## config.mk

```make
export PLATFORM = sky130hd
export DESIGN_NAME = store_data_packer
export DESIGN_NICKNAME = d
export VERILOG_FILES = /design/src/rtl/CorePack.sv /design/src/rtl/store_data_packer.sv
export SDC_FILE = /design/constraint.sdc
export NUM_CORES = 1
export LEC_CHECK = 0
export BUFFER_PORTS_ARGS = -buffer_cell sky130_fd_sc_hd__buf_4
export CORE_ASPECT_RATIO = 1.4
export CORE_MARGIN = 3
export CORE_UTILIZATION = 44
export CTS_CLUSTER_DIAMETER = 80
export CTS_CLUSTER_SIZE = 12
export DETAILED_ROUTE_END_ITERATION = 10
export PLACE_DENSITY = 0.77
export SLEW_MARGIN = 30
export SYNTH_ARGS = -nofsm -noshare
export SYNTH_HDL_FRONTEND = slang
export SYNTH_SLANG_ARGS = --single-unit
```

## constraint.sdc

```tcl
create_clock -name clk -period 2.5 [get_ports clk]
set_input_delay 0 -clock clk [delete_from_list [all_inputs] [get_ports clk]]
set_output_delay 0 -clock clk [all_outputs]
set_load 0.01 [all_outputs]
```

## src/rtl/CorePack.sv

```systemverilog
`default_nettype none
// ============================================================================
// Module      : CorePack (package)
// Description : Shared core type definitions. Provides the memory-operation
//               encoding used by the load/store path.
// Revision    : 1.0 - initial release
// ============================================================================
package CorePack;

    // Memory access size / signedness. Signed and unsigned variants of the
    // same size are identical for stores.
    typedef enum logic [2:0] {
        MEM_NO = 3'd0,
        MEM_B  = 3'd1,
        MEM_UB = 3'd2,
        MEM_H  = 3'd3,
        MEM_UH = 3'd4,
        MEM_W  = 3'd5,
        MEM_UW = 3'd6,
        MEM_D  = 3'd7
    } mem_op_enum;

endpackage
`default_nettype wire

```

## src/rtl/store_data_packer.sv

```systemverilog
`default_nettype none
// ============================================================================
// Module      : store_data_packer
// Description : Registered valid/ready stage that turns a store request
//               (byte address, right-justified data, access size) into a
//               bus-aligned write beat: lane-positioned data, byte strobe and
//               bus-word-aligned address. Stores that straddle a bus-word
//               boundary are split into two beats when STORE_PACKER_SPLIT_EN
//               is defined; otherwise they produce a single error beat.
//
// Parameters  : DATA_WIDTH  bus / register width in bits (power of two, >=32)
//               ADDR_WIDTH  address width in bits
// Macro       : STORE_PACKER_SPLIT_EN  enables two-beat boundary-crossing stores
//
// Ports       : clk, rst          clock, synchronous active-high reset
//               req_valid/ready   store request handshake
//               req_addr          byte address of the store
//               req_data          raw store data, right-justified
//               req_mem_op        access size (CorePack::mem_op_enum)
//               out_valid/ready   write beat handshake
//               out_addr          beat address, low log2(DATA_BYTES) bits zero
//               out_wdata         lane-positioned write data
//               out_wmask         byte strobe, bit i enables byte i
//               out_err           error beat marker (wmask all-zero)
//               out_last          final beat of the current request
//
// Revision    : 1.0 - initial release
// ============================================================================
module store_data_packer #(
    parameter int DATA_WIDTH = 64,
    parameter int ADDR_WIDTH = 64
) (
    input  logic                      clk,
    input  logic                      rst,

    input  logic                      req_valid,
    output logic                      req_ready,
    input  logic [ADDR_WIDTH-1:0]     req_addr,
    input  logic [DATA_WIDTH-1:0]     req_data,
    input  CorePack::mem_op_enum      req_mem_op,

    output logic                      out_valid,
    input  logic                      out_ready,
    output logic [ADDR_WIDTH-1:0]     out_addr,
    output logic [DATA_WIDTH-1:0]     out_wdata,
    output logic [DATA_WIDTH/8-1:0]   out_wmask,
    output logic                      out_err,
    output logic                      out_last
);

    localparam int DATA_BYTES = DATA_WIDTH / 8;
    localparam int OFF_W      = $clog2(DATA_BYTES);
    localparam int SZ_W       = OFF_W + 1;   // holds 0..DATA_BYTES

    typedef enum logic [1:0] {
        S_EMPTY    = 2'd0,
        S_FULL     = 2'd1,
        S_SPLIT_HI = 2'd2
    } state_e;

    // ------------------------------------------------------------------
    // Registered state
    // ------------------------------------------------------------------
    state_e                  state_q,     state_d;
    logic [ADDR_WIDTH-1:0]   out_addr_q,  out_addr_d;
    logic [DATA_WIDTH-1:0]   out_wdata_q, out_wdata_d;
    logic [DATA_BYTES-1:0]   out_wmask_q, out_wmask_d;
    logic                    out_err_q,   out_err_d;
    logic                    out_last_q,  out_last_d;
`ifdef STORE_PACKER_SPLIT_EN
    // Upper beat of a split store, parked until the lower beat is taken.
    logic [ADDR_WIDTH-1:0]   hi_addr_q,   hi_addr_d;
    logic [DATA_WIDTH-1:0]   hi_wdata_q,  hi_wdata_d;
    logic [DATA_BYTES-1:0]   hi_wmask_q,  hi_wmask_d;
`endif

    // ------------------------------------------------------------------
    // Request decode and lane positioning
    // ------------------------------------------------------------------
    logic [3:0]              w_bytes;
    logic [SZ_W-1:0]         w_size;
    logic [OFF_W-1:0]        w_off;
    logic [ADDR_WIDTH-1:0]   w_base;
    logic [DATA_BYTES-1:0]   w_m;
    logic [DATA_WIDTH-1:0]   w_bitmask;
    logic [DATA_WIDTH-1:0]   w_data_sz;
    logic                    w_cross;
    logic [DATA_WIDTH-1:0]   w_lo_wdata;
    logic [DATA_BYTES-1:0]   w_lo_wmask;
    logic [ADDR_WIDTH-1:0]   w_beat_addr;
    logic [DATA_WIDTH-1:0]   w_beat_wdata;
    logic [DATA_BYTES-1:0]   w_beat_wmask;
    logic                    w_beat_err;
    logic                    w_beat_last;
    logic                    w_accept;
    logic                    w_load;
`ifdef STORE_PACKER_SPLIT_EN
    logic [SZ_W-1:0]         w_hi_shift;
    logic [DATA_WIDTH-1:0]   w_hi_wdata;
    logic [DATA_BYTES-1:0]   w_hi_wmask;
`endif

    always_comb begin
        w_bytes = 4'd0;
        case (req_mem_op)
            CorePack::MEM_B,  CorePack::MEM_UB: w_bytes = 4'd1;
            CorePack::MEM_H,  CorePack::MEM_UH: w_bytes = 4'd2;
            CorePack::MEM_W,  CorePack::MEM_UW: w_bytes = 4'd4;
            CorePack::MEM_D:                    w_bytes = 4'd8;
            default:                            w_bytes = 4'd0;
        endcase
    end

    // Accesses wider than the bus are clamped to a full beat.
    assign w_size = (int'(w_bytes) > DATA_BYTES) ? SZ_W'(DATA_BYTES) : SZ_W'(w_bytes);
    assign w_off  = req_addr[OFF_W-1:0];
    assign w_base = {req_addr[ADDR_WIDTH-1:OFF_W], {OFF_W{1'b0}}};

    // A shift by the full width yields zero, so size==DATA_BYTES gives all ones.
    assign w_m = ~({DATA_BYTES{1'b1}} << w_size);

    always_comb begin
        w_bitmask = '0;
        for (int i = 0; i < DATA_BYTES; i++) begin
            w_bitmask[8*i +: 8] = {8{w_m[i]}};
        end
    end

    assign w_data_sz  = req_data & w_bitmask;
    assign w_cross    = ({2'b00, w_off} + {1'b0, w_size}) > (SZ_W+1)'(DATA_BYTES);
    // Shifting left truncates anything past the top lane; for a crossing
    // store that is exactly the low-beat content.
    assign w_lo_wdata = w_data_sz << {w_off, 3'b000};
    assign w_lo_wmask = w_m << w_off;

`ifdef STORE_PACKER_SPLIT_EN
    assign w_hi_shift = SZ_W'(DATA_BYTES) - {1'b0, w_off};
    assign w_hi_wdata = w_data_sz >> {w_hi_shift, 3'b000};
    assign w_hi_wmask = w_m >> w_hi_shift;
`endif

    // Beat to be loaded when a request is accepted.
    always_comb begin
        w_beat_addr  = w_base;
        w_beat_wdata = w_lo_wdata;
        w_beat_wmask = w_lo_wmask;
        w_beat_err   = 1'b0;
        w_beat_last  = 1'b1;
        if (w_cross) begin
`ifdef STORE_PACKER_SPLIT_EN
            w_beat_last  = 1'b0;
`else
            w_beat_wdata = '0;
            w_beat_wmask = '0;
            w_beat_err   = 1'b1;
`endif
        end
    end

    // ------------------------------------------------------------------
    // Handshake
    // ------------------------------------------------------------------
    // In FULL, out_last_q==0 means the low half of a split is on the bus and
    // the high half still has to go, so no new request may enter.
    always_comb begin
        req_ready = 1'b0;
        case (state_q)
            S_EMPTY:    req_ready = 1'b1;
            S_FULL:     req_ready = out_ready & out_last_q;
            default:    req_ready = 1'b0;
        endcase
    end

    assign w_accept = req_valid & req_ready;
    assign w_load   = w_accept & (req_mem_op != CorePack::MEM_NO);

    // ------------------------------------------------------------------
    // Next-state
    // ------------------------------------------------------------------
    always_comb begin
        state_d     = state_q;
        out_addr_d  = out_addr_q;
        out_wdata_d = out_wdata_q;
        out_wmask_d = out_wmask_q;
        out_err_d   = out_err_q;
        out_last_d  = out_last_q;
`ifdef STORE_PACKER_SPLIT_EN
        hi_addr_d   = hi_addr_q;
        hi_wdata_d  = hi_wdata_q;
        hi_wmask_d  = hi_wmask_q;
        if (w_load) begin
            hi_addr_d  = w_base + ADDR_WIDTH'(DATA_BYTES);
            hi_wdata_d = w_hi_wdata;
            hi_wmask_d = w_hi_wmask;
        end
`endif

        case (state_q)
            S_EMPTY: begin
                if (w_load) begin
                    state_d = S_FULL;
                end
            end
            S_FULL: begin
                if (out_ready) begin
`ifdef STORE_PACKER_SPLIT_EN
                    if (!out_last_q) begin
                        state_d = S_SPLIT_HI;
                    end else
`endif
                    if (w_load) begin
                        state_d = S_FULL;
                    end else begin
                        state_d = S_EMPTY;
                    end
                end
            end
            S_SPLIT_HI: begin
                if (out_ready) begin
                    state_d = S_EMPTY;
                end
            end
            default: state_d = S_EMPTY;
        endcase

        if (w_load) begin
            out_addr_d  = w_beat_addr;
            out_wdata_d = w_beat_wdata;
            out_wmask_d = w_beat_wmask;
            out_err_d   = w_beat_err;
            out_last_d  = w_beat_last;
        end
`ifdef STORE_PACKER_SPLIT_EN
        else if (state_q == S_FULL && out_ready && !out_last_q) begin
            out_addr_d  = hi_addr_q;
            out_wdata_d = hi_wdata_q;
            out_wmask_d = hi_wmask_q;
            out_err_d   = 1'b0;
            out_last_d  = 1'b1;
        end
`endif
    end

    always_ff @(posedge clk) begin
        if (rst) begin
            state_q     <= S_EMPTY;
            out_addr_q  <= '0;
            out_wdata_q <= '0;
            out_wmask_q <= '0;
            out_err_q   <= 1'b0;
            out_last_q  <= 1'b0;
`ifdef STORE_PACKER_SPLIT_EN
            hi_addr_q   <= '0;
            hi_wdata_q  <= '0;
            hi_wmask_q  <= '0;
`endif
        end else begin
            state_q     <= state_d;
            out_addr_q  <= out_addr_d;
            out_wdata_q <= out_wdata_d;
            out_wmask_q <= out_wmask_d;
            out_err_q   <= out_err_d;
            out_last_q  <= out_last_d;
`ifdef STORE_PACKER_SPLIT_EN
            hi_addr_q   <= hi_addr_d;
            hi_wdata_q  <= hi_wdata_d;
            hi_wmask_q  <= hi_wmask_d;
`endif
        end
    end

    assign out_valid = (state_q != S_EMPTY);
    assign out_addr  = out_addr_q;
    assign out_wdata = out_wdata_q;
    assign out_wmask = out_wmask_q;
    assign out_err   = out_err_q;
    assign out_last  = out_last_q;

endmodule
`default_nettype wire

```

==> report_table.html <==
<table>
<tr><th>Metric</th><th>Value</th></tr>
<tr><th colspan="2">Outcome</th></tr>
<tr><td>Run status</td><td>completed</td></tr>
<tr><th colspan="2">CTS</th></tr>
<tr><td>Clock tree from TritonCTS</td><td>yes</td></tr>
<tr><td>Number of buffers created by CTS</td><td>17</td></tr>
<tr><td>CTS Hold Bufs</td><td>77</td></tr>
<tr><td>Buffers inserted by post-CTS timing repair</td><td>0</td></tr>
<tr><td>CTS Root Cell</td><td>clkbuf_16</td></tr>
<tr><td>Clock insertion delay at the later pin of the skew report</td><td>about 0.42 ns</td></tr>
<tr><td>Bufs on Longest Clock Path</td><td>2</td></tr>
<tr><td>Maximum level of the CTS H-tree</td><td>4</td></tr>
<tr><td>Clock Sinks</td><td>136</td></tr>
<tr><td>Post-CTS sizing</td><td>0</td></tr>
<tr><td>Reg clk slew, reported paths</td><td>0.06 ns</td></tr>
<tr><th colspan="2">Floorplanning</th></tr>
<tr><td>Row count</td><td>52</td></tr>
<tr><td>Starting utilization of the core area</td><td>45.2%</td></tr>
<tr><td>Total I/O pin count</td><td>275</td></tr>
<tr><td>Width of the chip</td><td>109 um</td></tr>
<tr><td>Full die area</td><td>16500 um^2</td></tr>
<tr><td>Die Height</td><td>151 um</td></tr>
<tr><td>Placeable core region</td><td>14600 um^2</td></tr>
<tr><th colspan="2">Final layout</th></tr>
<tr><td>Post-layout nets</td><td>1261</td></tr>
<tr><td>Area Growth Syn to Fin</td><td>54.8%</td></tr>
<tr><td>Number of fill cells</td><td>1117</td></tr>
<tr><td>Final Instance Count excl. Fillers</td><td>roughly 1.3k</td></tr>
<tr><td>Most common cell after layout, fill and taps aside</td><td>buf_4</td></tr>
<tr><td>Leading cell types in the layout, fill and taps excluded</td><td>buf_4, nand2_1, dfxtp_1</td></tr>
<tr><td>Fraction of final layout cells with drive strength greater than 1</td><td>between 30% and 40%</td></tr>
<tr><th colspan="2">Pwr</th></tr>
<tr><td>Worst vdd ir</td><td>412 uV</td></tr>
<tr><td>Switching power of the nets</td><td>1.72 mW</td></tr>
<tr><td>Design internal power</td><td>4.79 mW</td></tr>
<tr><td>Leakage power</td><td>4.53 nW</td></tr>
<tr><td>Seq pwr share</td><td>36.0%</td></tr>
<tr><td>Combinational share of power</td><td>19.4%</td></tr>
<tr><td>Power density of the placed cells</td><td>~640 nW/um^2</td></tr>
<tr><td>Part of the total power dissipated in the clock network</td><td>44.5%</td></tr>
<tr><td>Sw Share</td><td>26.4%</td></tr>
<tr><td>Power Total</td><td>6.51 mW</td></tr>
<tr><th colspan="2">Yosys</th></tr>
<tr><td>Synthesized flop and latch total</td><td>136</td></tr>
<tr><td>Synthesized area per cell</td><td>~8.3 um^2</td></tr>
<tr><td>Yosys top cell area share</td><td>41.3%</td></tr>
<tr><td>Yosys warnings</td><td>0</td></tr>
<tr><td>Summed instance area of the synthesized netlist</td><td>6590 um^2</td></tr>
<tr><td>Syn Inst Count</td><td>799</td></tr>
<tr><td>Share of synthesized area occupied by flip-flops and latches</td><td>41.3%</td></tr>
<tr><td>Biggest area consumer among synthesized cells</td><td>dfxtp_1</td></tr>
<tr><td>Number of enable flip-flop cells after synthesis</td><td>0</td></tr>
<tr><td>Proportion of synthesized flip-flops having asynchronous set or reset</td><td>0%</td></tr>
<tr><td>Commonest register cell after synthesis</td><td>dfxtp_1</td></tr>
<tr><td>Count of unique library cells instantiated by Yosys</td><td>slightly below 60</td></tr>
<tr><td>Ranking of synthesized cells by area</td><td>dfxtp_1, nand2_1, a22o_1</td></tr>
<tr><th colspan="2">STA</th></tr>
<tr><td>Final hold viol count</td><td>0</td></tr>
<tr><td>Period utilisation layout</td><td>82.5%</td></tr>
<tr><td>Hold_ws</td><td>0.0247 ns</td></tr>
<tr><td>Final clock skew</td><td>~0.0081 ns</td></tr>
<tr><td>Minimum clock period after layout</td><td>2.06 ns</td></tr>
<tr><td>Upper clock frequency limit</td><td>485 MHz</td></tr>
<tr><td>Actual transition at the worst max-transition pin</td><td>0.839 ns</td></tr>
<tr><td>RSZ-0062 raised after global routing</td><td>false</td></tr>
<tr><td>Final slew viol count</td><td>0</td></tr>
<tr><td>Sum Neg Setup Slack</td><td>0 ns</td></tr>
<tr><td>Max_slew headroom</td><td>between 40% and 50%</td></tr>
<tr><td># setup viols final</td><td>0</td></tr>
<tr><th colspan="2">Critical path</th></tr>
<tr><td>CP Buf/Inv Count</td><td>1</td></tr>
<tr><td>Crit Path Max Fanout</td><td>12</td></tr>
<tr><td>Depth of the most critical reg-to-reg path</td><td>6</td></tr>
<tr><td>Cell with the most instances on the worst path</td><td>nand2_1</td></tr>
<tr><td>Top delay family on crit path</td><td>simple AND/OR/NAND/NOR gates</td></tr>
<tr><td>Endpoint kind of the worst setup timing path</td><td>register</td></tr>
<tr><td>Critical Path AT</td><td>2.39 ns</td></tr>
<tr><td>Data required time at the worst endpoint</td><td>2.83 ns</td></tr>
<tr><td>Critical path class</td><td>input pin to register</td></tr>
<tr><td>Sort of element at the start of the critical path</td><td>input pin</td></tr>
<tr><td>Library cell contributing the largest single delay on the critical path</td><td>fa_1</td></tr>
<tr><td>Longest individual stage delay on the worst path</td><td>slightly below 0.6 ns</td></tr>
<tr><td>CP cell instances</td><td>buf_4, nor2_1, nand2_1, o21a_1, fa_1, nor4b_1, a211oi_1, a31oi_1, and3_4, nand2_1, o21ai_0</td></tr>
<tr><td>Count of cell instances traversed by the critical path</td><td>11</td></tr>
<tr><th colspan="2">Placed design</th></tr>
<tr><td>Cell Count Post-Placement</td><td>1216</td></tr>
<tr><td>Detail Placement HPWL</td><td>18000 um</td></tr>
<tr><td># port buffers</td><td>about 270</td></tr>
<tr><td>Gp weighted congestion</td><td>0.918</td></tr>
<tr><th colspan="2">GRT</th></tr>
<tr><td>Maximum number of pins on one net before global-route repair</td><td>a little under 80</td></tr>
<tr><td>Vias in the first global route</td><td>slightly above 7k</td></tr>
<tr><td>First-pass GRT wire length</td><td>38500 um</td></tr>
<tr><td>Antenna violations before repair</td><td>0</td></tr>
<tr><td>GRT Resource Usage Total</td><td>slightly above 30%</td></tr>
<tr><td>Gr ovfl total</td><td>0</td></tr>
<tr><th colspan="2">Routing</th></tr>
<tr><td>Final WL</td><td>26200 um</td></tr>
<tr><td>Detail-routed via count per cell</td><td>5.70</td></tr>
<tr><td>Detailed-router iteration count before antenna repair</td><td>5</td></tr>
<tr><td>Remaining routing DRC violations</td><td>0</td></tr>
<tr><td>Starting DRT DRC Count</td><td>788</td></tr>
<tr><td>Number of antenna-violating nets in the routed design</td><td>0</td></tr>
<tr><td>WL per Instance</td><td>19.8 um</td></tr>
<tr><td>Detailed-route via count</td><td>~7.6k</td></tr>
<tr><th colspan="2">Worst hold path</th></tr>
<tr><td>Worst min-delay path category</td><td>input pin to register</td></tr>
<tr><td>Hold Path Depth</td><td>3</td></tr>
<tr><th colspan="2">Flow run</th></tr>
<tr><td>Number of maximum-capacitance violations</td><td>0</td></tr>
</table>
[final cells by class]
class / instances / area, um^2 / area share, %
antenna: 1 / 2.50 / 0.0245
clock inverter: 13 / 241 / 2.37
tap: 189 / 236 / 2.32
sequential: 136 / 2720 / 26.7
multi-input combinational: 590 / 3510 / 34.4
timing repair buffer: 374 / 3040 / 29.8
clock buffer: 18 / 439 / 4.30
inverter: 4 / 15.0 / 0.147
[sequential cells by signal, indices dropped and copies added, names as in the netlist]
signal	flops
state_q	1
out_last	1
out_wdata	64
out_addr	61
out_wmask	8
out_err	1
[cells by family (layout without fill, tap and decap cells)]
kind of cell / after synthesis / after routing / share of synthesized area (%)
other cells: 1 / 4 / 0.0569
fa+ha+maj: 3 / 3 / 0.683
compound gates: 285 / 285 / 29.3
xor+xnor: 2 / 2 / 0.380
mux: 41 / 41 / 6.45
simple gates: 256 / 256 / 16.2
buf+inv: 75 / 409 / 5.62
flops: 136 / 136 / 41.3
[synthesized netlist by cell type, drive strengths merged (7+ instances only)]
cell / n
a21oi: 79
a22o: 55
a22oi: 35
a2bb2oi: 7
a32o: 7
and3: 9
buf: 44
clkbuf: 27
dfxtp: 136
mux2: 12
mux2i: 29
nand2: 201
nand3: 7
nor2: 18
nor3: 7
o21ai: 55
o22ai: 12
[worst reg2reg max path, delay by kind of cell, from the launching register on]
kind	cells	cell delay [ns]
compound gates	2	0.30
buf+inv	2	0.88
flops	1	0.36
simple gates	2	0.40
[layer usage]
metal | vias to the layer above | track usage, % | share of wire (%)
met2 | 444 | 53.7 | 50
met3 | 85 | 6.01 | 8.6
met5 | - | 0 | 0
met1 | 3496 | 32.9 | 36
met4 | 0 | 17.4 | 5.2
li1 | 3532 | - | -
[stage by stage]
step	instance area (um^2)	setup WS, ns	util [%]
after global routing	10200	0.176	70.0
after floorplan	6610	0.0252	-
after global placement	8750	0.0428	60.1
after CTS	10200	0.428	70.0
after detailed placement	8750	-0.00937	60.1
final	10200	0.438	70.0
[power by group through the flow]
stage | Sequential [mW] | Combinational, mW | Clock (mW)
floorplan | 2.43 | 0.549 | 0
global placement | 2.38 | 1.12 | 0
detailed placement | 2.39 | 1.13 | 0
CTS | 2.34 | 1.24 | 2.92
global route | 2.35 | 1.36 | 3.00
finish | 2.34 | 1.27 | 2.90
[worst paths after layout]
path | from | to | slack, ns
worst max-delay path | req_mem_op[1] | out_wdata[26]$_SDFFE_PP0P_ | 0.44
worst min-delay path | req_data[13] | out_wdata[13]$_SDFFE_PP0P_ | 0.02
worst max register to register | out_last$_SDFFE_PP0P_ | out_addr[54]$_SDFFE_PP0P_ | 0.51
worst min register to register | out_wmask[1]$_SDFFE_PP0P_ | out_wmask[1]$_SDFFE_PP0P_ | 0.45
Note: power is estimated with default switching activity, not from simulation.
